**src/rtl/mgmt_irq_arbiter.sv**
```systemverilog
// +----------------------------------------------------------------------------+
// | mgmt_irq_arbiter                                                           |
// | Vectored interrupt controller for the management CPU: synchronize, qualify,|
// | mask, arbitrate, hold in service until EOI. Optional IRQ_RR_ARB_EN macro.  |
// | Revision: 1.0                                                              |
// +----------------------------------------------------------------------------+
`default_nettype none

module mgmt_irq_arbiter #(
    parameter int NSRC        = 8,
    parameter int IDW         = 3,
    parameter int SYNC_STAGES = 2
) (
    input  logic            core_clk,
    input  logic            core_rstn,
    input  logic [NSRC-1:0] irq_src,
    input  logic            csr_we,
    input  logic            csr_re,
    input  logic [2:0]      csr_addr,
    input  logic [31:0]     csr_wdata,
    output logic [31:0]     csr_rdata,
    output logic            irq_valid,
    output logic [IDW-1:0]  irq_id,
    input  logic            irq_ack
);

    localparam logic [2:0] ADDR_ENABLE   = 3'd0;
    localparam logic [2:0] ADDR_MODE     = 3'd1;
    localparam logic [2:0] ADDR_POLARITY = 3'd2;
    localparam logic [2:0] ADDR_PENDING  = 3'd3;
    localparam logic [2:0] ADDR_STATUS   = 3'd4;
    localparam logic [2:0] ADDR_EOI      = 3'd5;

    typedef enum logic [1:0] {
        ST_IDLE = 2'd0,
        ST_REQ  = 2'd1,
        ST_SVC  = 2'd2
    } state_t;

    state_t          state, state_next;
    logic [IDW-1:0]  id_next;
    logic [NSRC-1:0] sync_q [SYNC_STAGES];
    logic [NSRC-1:0] src_qual;
    logic [NSRC-1:0] src_hist;
    logic [NSRC-1:0] enable, mode, polarity, pending;
    logic [NSRC-1:0] pending_next, rise, w1c, ack_clr, eligible;
    logic [IDW-1:0]  winner;
    logic            any_eligible, ack_fire, eoi_hit;
    logic [31:0]     rdata_next;
    logic            unused_wdata;

    assign unused_wdata = ^csr_wdata;

    always_ff @(posedge core_clk) begin
        if (!core_rstn) begin
            for (int i = 0; i < SYNC_STAGES; i++) sync_q[i] <= '0;
            src_qual <= '0;
            src_hist <= '0;
        end else begin
            sync_q[0] <= irq_src;
            for (int i = 1; i < SYNC_STAGES; i++) sync_q[i] <= sync_q[i-1];
            src_qual <= sync_q[SYNC_STAGES-1] ^ polarity;
            src_hist <= src_qual;
        end
    end

    // Edge bits: a new rising edge beats any clear in the same cycle.
    assign rise     = src_qual & ~src_hist;
    assign w1c      = (csr_we && csr_addr == ADDR_PENDING) ? csr_wdata[NSRC-1:0] : '0;
    assign ack_fire = (state == ST_REQ) && eligible[irq_id] && irq_ack;
    assign ack_clr  = ack_fire ? (NSRC'(1) << irq_id) : '0;
    assign eoi_hit  = (state == ST_SVC) && csr_we && (csr_addr == ADDR_EOI) &&
                      (csr_wdata[IDW-1:0] == irq_id);

    assign pending_next = (mode & (rise | (pending & ~(w1c | ack_clr)))) |
                          (~mode & src_qual);
    assign eligible     = pending & enable;
    assign any_eligible = |eligible;

    always_ff @(posedge core_clk) begin
        if (!core_rstn) begin
            enable   <= '0;
            mode     <= '0;
            polarity <= '0;
            pending  <= '0;
        end else begin
            pending <= pending_next;
            if (csr_we) begin
                case (csr_addr)
                    ADDR_ENABLE:   enable   <= csr_wdata[NSRC-1:0];
                    ADDR_MODE:     mode     <= csr_wdata[NSRC-1:0];
                    ADDR_POLARITY: polarity <= csr_wdata[NSRC-1:0];
                    default: ;
                endcase
            end
        end
    end

`ifdef IRQ_RR_ARB_EN
    logic [IDW-1:0] rr_ptr;

    always_ff @(posedge core_clk) begin
        if (!core_rstn) begin
            rr_ptr <= '0;
        end else if (ack_fire) begin
            rr_ptr <= (irq_id == IDW'(NSRC-1)) ? '0 : irq_id + 1'b1;
        end
    end

    // Rotating search starting just after the last granted source.
    always_comb begin
        logic found;
        int   idx;
        winner = '0;
        found  = 1'b0;
        idx    = 0;
        for (int off = 0; off < NSRC; off++) begin
            idx = int'(rr_ptr) + off;
            if (idx >= NSRC) idx = idx - NSRC;
            if (!found && eligible[idx]) begin
                found  = 1'b1;
                winner = IDW'(idx);
            end
        end
    end
`else
    always_comb begin
        winner = '0;
        for (int i = NSRC - 1; i >= 0; i--) begin
            if (eligible[i]) winner = IDW'(i);
        end
    end
`endif

    always_comb begin
        state_next = state;
        id_next    = irq_id;
        case (state)
            ST_IDLE: begin
                if (any_eligible) begin
                    id_next    = winner;
                    state_next = ST_REQ;
                end
            end
            ST_REQ: begin
                if (!eligible[irq_id]) state_next = ST_IDLE;
                else if (irq_ack)      state_next = ST_SVC;
            end
            ST_SVC: begin
                if (eoi_hit) state_next = ST_IDLE;
            end
            default: state_next = ST_IDLE;
        endcase
    end

    always_ff @(posedge core_clk) begin
        if (!core_rstn) begin
            state     <= ST_IDLE;
            irq_id    <= '0;
            irq_valid <= 1'b0;
        end else begin
            state     <= state_next;
            irq_id    <= id_next;
            irq_valid <= (state_next == ST_REQ);
        end
    end

    always_comb begin
        rdata_next = '0;
        case (csr_addr)
            ADDR_ENABLE:   rdata_next = 32'(enable);
            ADDR_MODE:     rdata_next = 32'(mode);
            ADDR_POLARITY: rdata_next = 32'(polarity);
            ADDR_PENDING:  rdata_next = 32'(pending);
            ADDR_STATUS: begin
                rdata_next[0]          = irq_valid;
                rdata_next[1]          = (state == ST_SVC);
                rdata_next[8 +: IDW]   = irq_id;
            end
            default: rdata_next = '0;
        endcase
    end

    always_ff @(posedge core_clk) begin
        if (!core_rstn)  csr_rdata <= '0;
        else if (csr_re) csr_rdata <= rdata_next;
    end

endmodule

`default_nettype wire

```
**config.mk**
```make
export PLATFORM = sky130hd
export DESIGN_NAME = mgmt_irq_arbiter
export DESIGN_NICKNAME = d
export VERILOG_FILES = /design/src/rtl/mgmt_irq_arbiter.sv
export SDC_FILE = /design/constraint.sdc
export NUM_CORES = 1
export LEC_CHECK = 0
export CAP_MARGIN = 20
export CORE_MARGIN = 2
export CORE_UTILIZATION = 33
export CTS_BUF_LIST = sky130_fd_sc_hd__clkbuf_4
export CTS_CLUSTER_SIZE = 10
export DETAILED_ROUTE_END_ITERATION = 8
export GPL_TIMING_DRIVEN = 0
export SYNTH_ARGS = -nofsm -noshare
export SYNTH_HDL_FRONTEND = slang
export SYNTH_SLANG_ARGS = --single-unit
```
**constraint.sdc**
```tcl
create_clock -name core_clk -period 1.3 [get_ports core_clk]
set_input_delay 0.26 -clock core_clk [delete_from_list [all_inputs] [get_ports core_clk]]
set_output_delay 0.26 -clock core_clk [all_outputs]
set_load 0.02 [all_outputs]
```
==> results.md <==
- DP HPWL: 6130 um
- Vias in the first global route: 2593
- Largest net degree at the start of global routing: 14
- Met1 Use GR: 21.5%
- Mapped Cells: 382
- Mean Syn Cell Area: 9.41 um2
- Placement Setup Slack: -683 ps
- Total power: 4870 uW
- Worst setup path class: flop to flop
- Final Max Tran Viols: 0
- Fmax: ~700 MHz
- Die outline width: 108 um
- Die area: roughly 12000 um2
- Fin Setup TNS: -638 ps
- Share of flip-flops with an asynchronous set or reset: 0%
- Vias/cell: roughly 4.7
- Busiest grt layer: met2
- Grt met2 use: 24.7%
- Worst Tran Pin Value: between 600 and 700 ps
- Met3 Usage GRT: about 3%
- Post-Syn Area: 3590 um2
- Layout net count: 506
- Top fanout value on the critical path: 3
- Synth Register Bits: 81
- Crit end category: flop
- Period utilization: 110%
- Maxcap violations: 0
- CTS tree: yes
- Largest family of logic cells by synthesized area: simple AND/OR/NAND/NOR gates
- Via count: roughly 2800
- Port Buffers: 35
- PD cells: 1060 nW/um2
- HP Class: input port to flop
- CTS Root Buffer Type: clkbuf_4
- Req. time, crit path: approximately 1700 ps
- Antenna diode count: 0
- Std-Cell Rows: 38
- Tot GR Track Use: 15.9%
- Skew-Pair Late Insertion Delay: 420 ps
- Post-synthesis sequential area ratio: 45.1%
- Worst slew margin: 58.9%
- CP max stage delay: 500 ps
- Finished Layout Cells: 602
- Hold Vio Cnt, Final: 0
- Synth Area in XOR/XNOR: 2.68%
- First-pass iteration count of the detailed router: 4
- Setup-failing EPs final: 10
- Compound-Gate Fraction of Synth Area: 9.29%
- Ys Warns: 0
- Reg2reg path depth: 4
- Worst path cell trace: buf_8, mux4_2, o22a_1, o21ai_1
- Violated checks: negative setup slack
- Hold path cells: 3
- H-tree depth: 3
- Hold_ws: 374 ps
- Clock-pin slew on the worst setup and hold paths: 130 ps
- DR WL/cell: ~15 um
- First-pass GRT wire length: between 10000 and 15000 um
- CTS Buffer Depth: 2
- Final min period: 1430 ps
- Clock sinks: 81
- # DRC: 0
- Share of layout cells above drive strength 1: between 20% and 30%
- Highest ir drop seen on vdd: 471 uV
- Num CTS Buffers: 9
- Startpoint types: flop
- Post-synth EDFFs: 0
- GPL Wtd Cong: roughly 0.91
- Post-Synth Adder-Cell Area: 0%
- Clk network pwr share: a little under two fifths
- Placed insts: slightly below 600
- Core area: 10700 um2
- Routed Wire Length: roughly 8800 um
- Outcome: finished with violations
- Fraction of synthesized area in multiplexers: 10.2%
- Multi-input logic area: 1900 um2
- RSZ-0062 raised after global routing: yes
- Worst Slack Setup Final: -130 ps
- Net Sw Frac: 23.7%
- Routed Antenna Nets: 0
- DRT iter0 DRCs: 129
- Worst Path Buf+Inv: 1
- Largest delay contributor family on the critical path: multiplexers
- Layout Skew: 13.3 ps
- Cell Int Power: 3710 uW
- Arrival time worst endpoint: 1780 ps
- GRT overflow: 0
- P_leak: 0.00182 uW
- FILL cells: 1081
- Synth cell types: 41
- Initial Utilization: roughly a third
- CP max stage cell: mux4_2
- Reg area: ~1700 um2
- Initial antenna violation count: 0
- Die Y-Extent: 108 um
- Worst path depth: 4
- Seq pwr share: a little over half
- I/O Pins: 84
- Simple-gate portion of the synthesized area: roughly a quarter
- Top FF cell, synth: dfxtp_1
- Switch Pwr: 1150 uW
- Gate power share: 9.5%
- Area delta synth->final: 27.9%
==> layout make-up <==
type                       count  area share, %
buffer                        41           6.40
clock buffer                   9           1.47
clock inverter                 6           2.34
inverter                       4          0.327
multi-input combinational    275           41.3
sequential                    81           36.1
tap                          140           3.81
timing repair buffer          46           8.27
==> cell usage in the layout, fill, tap and decap left out, types with 5 or more instances in the layout <==
cell             count
dfxtp_2             17
nor2b_1             35
buf_4               32
clkbuf_1             8
mux4_2               7
dfxtp_1             60
xor2_1               8
nand4_1              9
nand2_1             55
mux2i_1             18
conb_1              21
clkbuf_4             9
nor4_2               5
clkdlybuf4s50_1     18
and2_1              33
buf_2               15
a21oi_1             10
buf_6                7
a21boi_0            10
o21ai_0             10
==> Yosys cell counts, types with 5 or more instances <==
master,instances,area (um2)
nand4_1,9,56.3
clkbuf_1,12,45.0
a22oi_1,5,37.5
nor4_1,6,37.5
nor2b_1,37,231
a21boi_0,10,75.1
xor2_1,8,70.1
mux2i_1,18,180
mux4_2,6,135
dfxtp_1,81,1620
buf_4,25,188
o21ai_0,11,55.1
nand2_1,58,218
a21oi_1,11,55.1
and2_1,33,206
==> cells by family (layout without fill, tap and decap cells) <==
logic type,count (synthesis),after routing
and+or+nand+nor,165,165
DFF,81,81
AOI/OAI and AO/OA,52,52
buffers and inverters,46,106
muxes,26,26
xor gates and xnor gates,11,11
other,1,21
==> stage by stage <==
stage,instance area [um2],util (%)
2_1_floorplan,3690,-
3_3_place_gp,4220,39.3
3_5_place_dp,4220,39.3
4_1_cts,4440,41.3
5_1_grt,4600,42.8
6_report,4600,42.8
==> path summary, 6_finish.rpt <==
path / to / start / slack (ps)
worst min register to register: sync_q[0][11] / sync_q[0][3] / 450
worst min-delay path: csr_rdata[1] / csr_addr[2] / 370
worst max-delay path: state[0] / irq_id[1] / -130
worst max register to register: state[0] / irq_id[1] / -130
==> flip-flops by register name, summed over array words and instances, names as in the netlist <==
register and count:
irq_valid 1, src_qual 8, csr_rdata 11, pending 8, polarity 8, sync_q 16, state 2, irq_id 3
enable 8, src_hist 8, mode 8
==> tightest hold or removal path, cell delays in order <==
cell	delay, ps
buf_2	170
o22ai_1	170
a41o_1	180
==> metal layers <==
metal,routed length (um),up-vias
li1,-,1409
met5,0,-
met4,238,0
met3,582,21
met2,3830,98
met1,4190,1315
==> power groups by stage <==
stage	sequential, uW	combinational [uW]	clock, uW
detailed placement	2630	452	0
finish	2580	462	1830
floorplan	2630	290	0
global placement	2630	448	0
global route	2590	506	1990
CTS	2580	458	1870
==> repair_timing <==
| action | 4_1_cts | 5_1_grt |
|---|---|---|
| pin swaps | 4 | 10 |
| setup buffers | 3 | 8 |
| setup endpoints to repair | 50 | 46 |
| resized for setup | 80 | 45 |
| hold buffers | 0 | 0 |
Note: power is estimated with default switching activity, not from simulation.
